$ cat src/rtl/dm_access_ctrl.sv
// MEM-stage data-memory access controller: turns one load/store into AR/R or AW/W
// handshakes on the 128-bit DM line interface and stalls the pipeline until the transfer completes.
module dm_access_ctrl (
  input  logic         clk,
  input  logic         rst,
  input  logic         req_valid,
  input  logic         req_we,
  input  logic [31:0]  req_addr,
  input  logic [1:0]   req_size,
  input  logic         req_unsigned,
  input  logic [31:0]  req_wdata,
  output logic         stall,
  output logic         done,
  output logic         err,
  output logic [31:0]  rdata,
  output logic [31:0]  ARADDR_DM,
  output logic         ARVALID_DM,
  input  logic         ARREADY_DM,
  input  logic [127:0] RDATA_DM,
  input  logic         RVALID_DM,
  output logic         RREADY_DM,
  output logic [31:0]  AWADDR_DM,
  output logic         AWVALID_DM,
  input  logic         AWREADY_DM,
  output logic [127:0] WDATA_DM,
  output logic [15:0]  WSTRB_DM,
  output logic         WVALID_DM,
  input  logic         WREADY_DM
);

  typedef enum logic [2:0] {IDLE, RD_ADDR, RD_DATA, WR, DONE} state_e;

  state_e      state_q, state_d;
  logic [31:0] addr_q, addr_d;
  logic [1:0]  size_q, size_d;
  logic        unsigned_q, unsigned_d;
  logic [31:0] wdata_q, wdata_d;
  logic        aw_done_q, aw_done_d;
  logic        w_done_q, w_done_d;
  logic        err_q, err_d;
  logic [31:0] rdata_q, rdata_d;

  logic          misaligned;
  logic [31:0]   line_addr;
  logic [6:0]    bit_shift;
  logic [31:0]   rd_word;
  logic [31:0]   load_ext;
  logic [127:0]  wdata_line;
  logic [15:0]   strb_base;
  logic [3:0]    lane_idx;

  always_ff @(posedge clk or posedge rst) begin
    if (rst) begin
      state_q    <= IDLE;
      addr_q     <= '0;
      size_q     <= '0;
      unsigned_q <= 1'b0;
      wdata_q    <= '0;
      aw_done_q  <= 1'b0;
      w_done_q   <= 1'b0;
      err_q      <= 1'b0;
      rdata_q    <= '0;
    end else begin
      state_q    <= state_d;
      addr_q     <= addr_d;
      size_q     <= size_d;
      unsigned_q <= unsigned_d;
      wdata_q    <= wdata_d;
      aw_done_q  <= aw_done_d;
      w_done_q   <= w_done_d;
      err_q      <= err_d;
      rdata_q    <= rdata_d;
    end
  end

  // Lane gather wraps within the line; wrapped bytes are only ever discarded by the size mux.
  always_comb begin
    misaligned = (req_size == 2'd3) ||
                 ((req_size == 2'd1) && req_addr[0]) ||
                 ((req_size == 2'd2) && (req_addr[1:0] != 2'b00));
    line_addr  = {addr_q[31:4], 4'h0};
    bit_shift  = {addr_q[3:0], 3'b000};
    rd_word    = '0;
    lane_idx   = '0;
    for (int i = 0; i < 4; i++) begin
      lane_idx          = addr_q[3:0] + 4'(i);
      rd_word[i*8 +: 8] = RDATA_DM[{lane_idx, 3'b000} +: 8];
    end
    case (size_q)
      2'd0:    load_ext = unsigned_q ? {24'h0, rd_word[7:0]}  : {{24{rd_word[7]}}, rd_word[7:0]};
      2'd1:    load_ext = unsigned_q ? {16'h0, rd_word[15:0]} : {{16{rd_word[15]}}, rd_word[15:0]};
      default: load_ext = rd_word;
    endcase
    case (size_q)
      2'd0:    strb_base = 16'h0001;
      2'd1:    strb_base = 16'h0003;
      default: strb_base = 16'h000F;
    endcase
    wdata_line = {96'h0, wdata_q} << bit_shift;
  end

  always_comb begin
    state_d    = state_q;
    addr_d     = addr_q;
    size_d     = size_q;
    unsigned_d = unsigned_q;
    wdata_d    = wdata_q;
    aw_done_d  = aw_done_q;
    w_done_d   = w_done_q;
    err_d      = err_q;
    rdata_d    = rdata_q;
    case (state_q)
      IDLE: begin
        if (req_valid) begin
          addr_d     = req_addr;
          size_d     = req_size;
          unsigned_d = req_unsigned;
          wdata_d    = req_wdata;
          aw_done_d  = 1'b0;
          w_done_d   = 1'b0;
          err_d      = misaligned;
          if (misaligned)  state_d = DONE;
          else if (req_we) state_d = WR;
          else             state_d = RD_ADDR;
        end
      end
      RD_ADDR: if (ARREADY_DM) state_d = RD_DATA;
      RD_DATA: begin
        if (RVALID_DM) begin
          rdata_d = load_ext;
          state_d = DONE;
        end
      end
      // AW and W retire independently; a channel's READY only matters while its VALID is still up.
      WR: begin
        aw_done_d = aw_done_q | AWREADY_DM;
        w_done_d  = w_done_q  | WREADY_DM;
        if (aw_done_d && w_done_d) state_d = DONE;
      end
      DONE:    state_d = IDLE;
      default: state_d = IDLE;
    endcase
  end

  always_comb begin
    ARVALID_DM = (state_q == RD_ADDR);
    ARADDR_DM  = ARVALID_DM ? line_addr : 32'h0;
    RREADY_DM  = (state_q == RD_DATA);
    AWVALID_DM = (state_q == WR) && !aw_done_q;
    WVALID_DM  = (state_q == WR) && !w_done_q;
    AWADDR_DM  = (state_q == WR) ? line_addr : 32'h0;
    WDATA_DM   = (state_q == WR) ? wdata_line : 128'h0;
    WSTRB_DM   = (state_q == WR) ? (strb_base << addr_q[3:0]) : 16'h0;
    done       = (state_q == DONE);
    err        = done && err_q;
    rdata      = rdata_q;
    stall      = !rst && (((state_q == IDLE) && req_valid) || (state_q == RD_ADDR) ||
                          (state_q == RD_DATA) || (state_q == WR));
  end

endmodule
$ cat config.mk
export PLATFORM = sky130hd
export DESIGN_NAME = dm_access_ctrl
export DESIGN_NICKNAME = d
export VERILOG_FILES = /design/src/rtl/dm_access_ctrl.sv
export SDC_FILE = /design/constraint.sdc
export NUM_CORES = 1
export LEC_CHECK = 0
export ABC_AREA = 1
export CORE_AREA = 3 3 172 174
export DETAILED_ROUTE_END_ITERATION = 16
export DIE_AREA = 0 0 175 177
export PLACE_DENSITY = 0.69
export SLEW_MARGIN = 20
export SYNTH_ARGS = -nofsm -noshare
export SYNTH_HDL_FRONTEND = slang
export SYNTH_SLANG_ARGS = --single-unit
export TNS_END_PERCENT = 30
$ cat constraint.sdc
create_clock -name clk -period 4.5 [get_ports clk]
set_input_delay 0.9 -clock clk [delete_from_list [all_inputs] [get_ports clk]]
set_output_delay 0.9 -clock clk [all_outputs]
set_load 0.05 [all_outputs]
; After elaboration in Yosys (flattened, before gate mapping)
; Index checks and enable logic that the tools add are counted.
[op_classes]
muxes = 18
shift = 6
n_lt_le_gt_ge = 0
n_addsub = 3
n_bitwise = 2
mul = 0
n_div = 0
n_eq_ne = 12
n_reduce_logical = 24
[ops]
columns = operator, count
row1 = $shiftx 128x8->8, 4
row2 = $mux 128, 1
row3 = $mux 32, 4
row4 = $shl 32x7->128, 1
row5 = $pmux 32 s2, 1
row6 = $mux 16, 1
row7 = $shl 16x4->16, 1
row8 = $mux 3, 5
row9 = $pmux 3 s4, 1
row10 = $add 4x2->4 const B, 2
row11 = $logic_and 1x1->1, 8
row12 = $pmux 4 s2, 1
row13 = $eq 3x2->1 const B, 2
row14 = $ne 2x2->1 const B, 3
row15 = $reduce_and 2->1, 3
row16 = $logic_or 1x1->1, 5
row17 = $add 4x1->4 const B, 1
row18 = $eq 2x1->1 const B, 2
row19 = $eq 2x2->1 const B, 2
row20 = $pmux 1 s2, 2
row21 = $reduce_and 4->1, 1
row22 = $reduce_bool 2->1, 2
row23 = $eq 3x1->1 const B, 1
row24 = $eq 3x3->1 const B, 1
row25 = other kinds (7), 10
[totals]
reg_bits = 105
ramBits = 0
mem_bits_ro = 0
inputBits = 203
latch_bits = 0
mem_count = 0

; Longest topological paths before layout
[logic_depth]
word_depth = 7
depth_mapped = 16

; Least setup slack after synthesis
; No wires, ideal clock.
[synth_path]
kind = register to output
from = reg addr_q[0]
to = out WDATA_DM[80]
n_path_buf = 5
path_slack_ns = 1.190
stages_incl_launch_ff = 8
arrival_time_ns = 2.410
cell_sequence = dfrtp_1 > buf_4 > buf_8 > buf_8 > buf_6 > nand2_2 > buf_2 > o32ai_1
[synth_between]
elab_chain_len = 2
[synth_rtl]
columns = element, line
row1 = start: declaration, 34  ; logic [31:0] addr_q, addr_d;
row2 = start signal: assignment, 65  ; addr_q <= addr_d;
row3 = $shl 32x7->128, 99  ; wdata_line = {96'h0, wdata_q} << bit_shift;
row4 = $mux 128, 152  ; WDATA_DM = (state_q == WR) ? wdata_line : 128'h0;
row5 = end: declaration, 25  ; output logic [127:0] WDATA_DM,
; Every way passes these cells.

; Final worst setup path
[layout_path]
from = reg addr_q[1]
to = out WSTRB_DM[12]
[layout_between]
elab_chain_len = 2
[layout_rtl]
columns = element, line
row1 = $shl 16x4->16, 153  ; WSTRB_DM = (state_q == WR) ? (strb_base << addr_q[3:0]) : 16'h0;
row2 = $mux 16, 153
row3 = end: declaration, 26  ; output logic [15:0] WSTRB_DM,
; Every way passes these cells.

==> summary.txt <==
Die
  – Core Region: 27,900 sq um
  – Row count: 61
  – Ports: 450
  – Die area: 31,000 sq um
  – Starting Density: 37.7%
  – Die height: 177 um
  – Die width: 175 um

Setup path
  – R2r startpoint: addr_q[1]$_DFFE_PP0P_
  – Reg-to-reg setup timing slack: 1010 ps
  – CP required: 3600 ps
  – Crit path capture: WSTRB_DM[12]
  – Crit end category: primary output
  – Cells on worst reg2reg path: 12
  – Worst-path fanout max: 75
  – Startpoint Class: register
  – Kind of critical path: register to primary output
  – Worst path arrival time: 3170 ps
  – Worst reg2reg endpoint: rdata[28]$_DFFE_PP0P_
  – Worst setup path start: addr_q[1]$_DFFE_PP0P_

Finish
  – Share of layout cells above drive strength 1: 6.19%
  – Nets: 2,399
  – Syn-to-layout area delta: 46.7%
  – Fin area: 15,400 sq um
  – Fillcell total: 2,827
  – Seq. cell area: 2640 sq um
  – Area occupied by multi-input gates: 6760 sq um

Clock network
  – Clock latency on the worst-skew pair: 370 ps
  – H-tree lvl count: 3
  – # clock sinks: 105
  – Postcts setup bufs: 0
  – Hold buffer count at cts: 0
  – CTS tree: done
  – Clock-pin slew on the worst setup and hold paths: 90 ps
  – Root buffer cell: clkbuf_16
  – CTS buffer count: 9
  – Cts repair resizes: 0
  – Max clock buf depth: 2

Run status
  – Status: finished clean

Timing
  – Clk_skew: 18.0 ps
  – Setup violators final: 0
  – Min Tclk post-route: 4070 ps
  – RSZ-0062 raised after global routing: no
  – Actual transition at the worst max-transition pin: 950 ps
  – Relative slew slack: 36.7%
  – Final Hold Viols: 0
  – Slew Limit Fails: 0
  – Post-route clock period utilization: 90.4%
  – F_max: 246 MHz
  – Setup TNS: 0 ps

Synth
  – Register area share after synthesis: 25.0%
  – Ys async rst share: 100%
  – Synth warn: 0
  – Post-synth top area share: 25.0%
  – FF+latch count, synth: 105
  – Post-synth EDFFs: 0
  – Synth area leaders: dfrtp_1 (25%), nand3_1 (24%), nand2_1 (18%)
  – Syn Area/Cell: 5.67 sq um
  – Unique cell type count in the Yosys netlist: 34
  – Post-Syn Area: 10,500 sq um
  – Synth Flop Type: dfrtp_1
  – Yosys top cell by area: dfrtp_1
  – Syn Inst Count: 1,854

Hold path
  – HP Class: register to register
  – Cell depth of the worst hold path: 2

Placement
  – DP HPWL: 39,700 um
  – Number of I/O port buffers: 441
  – Final RePlAce weighted congestion: 0.981
  – Cell area after placement: 15,100 sq um

Drt
  – Drt pass-1 iters: 6
  – DR WL/cell: 20.5 um
  – Routed via count: 14,500
  – 1st-iter DRT viols: 1,676
  – Final ANT Viol Nets: 0
  – Post-DR vias/cell: 5.61
  – DRT Wirelength: 52,900 um
  – DRC: 0

Global route
  – Largest net degree at the start of global routing: 129
  – Number of global-route vias before repair: 13,800
  – Gr ovfl total: 0
  – Initial antenna violation count: 8
  – First-pass GRT wire length: 78,800 um
  – Total track usage: 32.6%

Pwr
  – VDD IR-drop max: 532 uV
  – Leak pwr: 6.64 nW
  – Pwr dens: 729 nW/um^2
  – Overall Power: 11.2 mW

Flow run
  – Max-cap viol count: 0
## metal layers
metal	vias to the layer above	track usage, %	part of all wire [%]
met5	-	0	0
met4	0	17.6	5.7
met3	173	6.28	9.1
met2	840	55.0	47
met1	6684	39.3	38
li1	6782	-	-
## metrics by stage
stage               hold slack, ps  setup slack (ps)  util (%)  cells
detailed placement             467               858      54.0   2558
CTS                            490               456      55.2   2574
finish                         482               431      55.2   2582
floorplan                      442               839         -   1861
global route                   512               215      55.2   2581
global placement               462               835      54.0   2558
## cells by family after synthesis
family | after synthesis | synth area share [%]
and+or+nand+nor | 1300 | 53.5
xor gates and xnor gates | 1 | 0.262
adders and majority gates | 5 | 0.595
buffers and inverters | 251 | 11.0
other | 1 | 0.0356
DFF | 105 | 25.0
AOI/OAI and AO/OA | 191 | 9.63
## power breakdown
| group | internal, mW | switching (mW) | total [mW] |
|---|---|---|---|
| clock | 0.405 | 0.446 | 0.852 |
| combinational | 2.52 | 6.12 | 8.64 |
| sequential | 1.40 | 0.347 | 1.75 |
| total | 4.33 | 6.91 | 11.2 |
## cells in the final DEF, fill, tap and decap left out, types with 4 or more instances in the layout
| cell type | synthesis | layout |
|---|---|---|
| a21oi_1 | 21 | 21 |
| a31oi_1 | 10 | 10 |
| buf_12 | 0 | 28 |
| buf_4 | 19 | 54 |
| clkbuf_16 | 0 | 9 |
| clkdlybuf4s50_1 | 0 | 386 |
| conb_1 | 1 | 8 |
| dfrtp_1 | 105 | 102 |
| diode_2 | 0 | 8 |
| ha_1 | 5 | 4 |
| inv_1 | 90 | 86 |
| inv_2 | 9 | 9 |
| nand2_1 | 507 | 507 |
| nand2_2 | 6 | 6 |
| nand3_1 | 504 | 504 |
| nor2_1 | 257 | 257 |
| nor3_1 | 10 | 10 |
| o21ai_0 | 106 | 106 |
| o21ai_1 | 35 | 35 |
| o22ai_1 | 10 | 10 |
| o32ai_1 | 8 | 8 |
## sequential cells by signal, summed over array words and instances, names as in the netlist
register and flops:
addr_q 32, rdata 32, wdata_q 32, state_q 3
size_q 2, aw_done_q 1, err_q 1, unsigned_q 1
w_done_q 1
## cells in the mapped netlist, types with 2 or more instances
| cell | n |
|---|---|
| o22ai_1 | 10 |
| or2_1 | 3 |
| a21oi_1 | 21 |
| buf_2 | 51 |
| nor2_2 | 3 |
| inv_1 | 90 |
| nand2_4 | 2 |
| o21ai_1 | 35 |
| nor3_1 | 10 |
| dfrtp_1 | 105 |
| o21ai_0 | 106 |
| nand2_1 | 507 |
| buf_1 | 17 |
| buf_8 | 2 |
| nand2_2 | 6 |
| ha_1 | 5 |
| inv_2 | 9 |
| nor2_4 | 2 |
| nand3_2 | 3 |
| buf_6 | 8 |
| clkbuf_1 | 53 |
| buf_4 | 19 |
| nor2_1 | 257 |
| nand3_1 | 504 |
| o32ai_1 | 8 |
| a31oi_1 | 10 |
## layout make-up
type,instances,area share (%)
clock buffer,9,1.46
tap,378,3.06
sequential,105,17.1
multi-input combinational,1505,43.8
clock inverter,7,0.576
timing repair buffer,469,31.4
inverter,101,2.52
antenna,8,0.130
## worst min-delay path by stage
stage	slack, ps	endpoint	from
6_report	480	rdata[11]$_DFFE_PP0P_	rdata[11]$_DFFE_PP0P_
5_1_grt	510	rdata[1]$_DFFE_PP0P_	rdata[1]$_DFFE_PP0P_
4_1_cts	490	rdata[11]$_DFFE_PP0P_	rdata[11]$_DFFE_PP0P_
3_5_place_dp	470	rdata[11]$_DFFE_PP0P_	rdata[11]$_DFFE_PP0P_
3_3_place_gp	460	err_q$_DFFE_PP0P_	err_q$_DFFE_PP0P_
2_1_floorplan	440	err_q$_DFFE_PP0P_	err_q$_DFFE_PP0P_
## critical path: stages, from the launching register on
cell and delay [ps]:
dfrtp_2 580, inv_4 560, buf_4 730, o21ai_0 190, nand2_1 160, nand2_1 60
o21ai_0 160, nor2_1 120, buf_12 210
(Power assumes the default switching activity.)
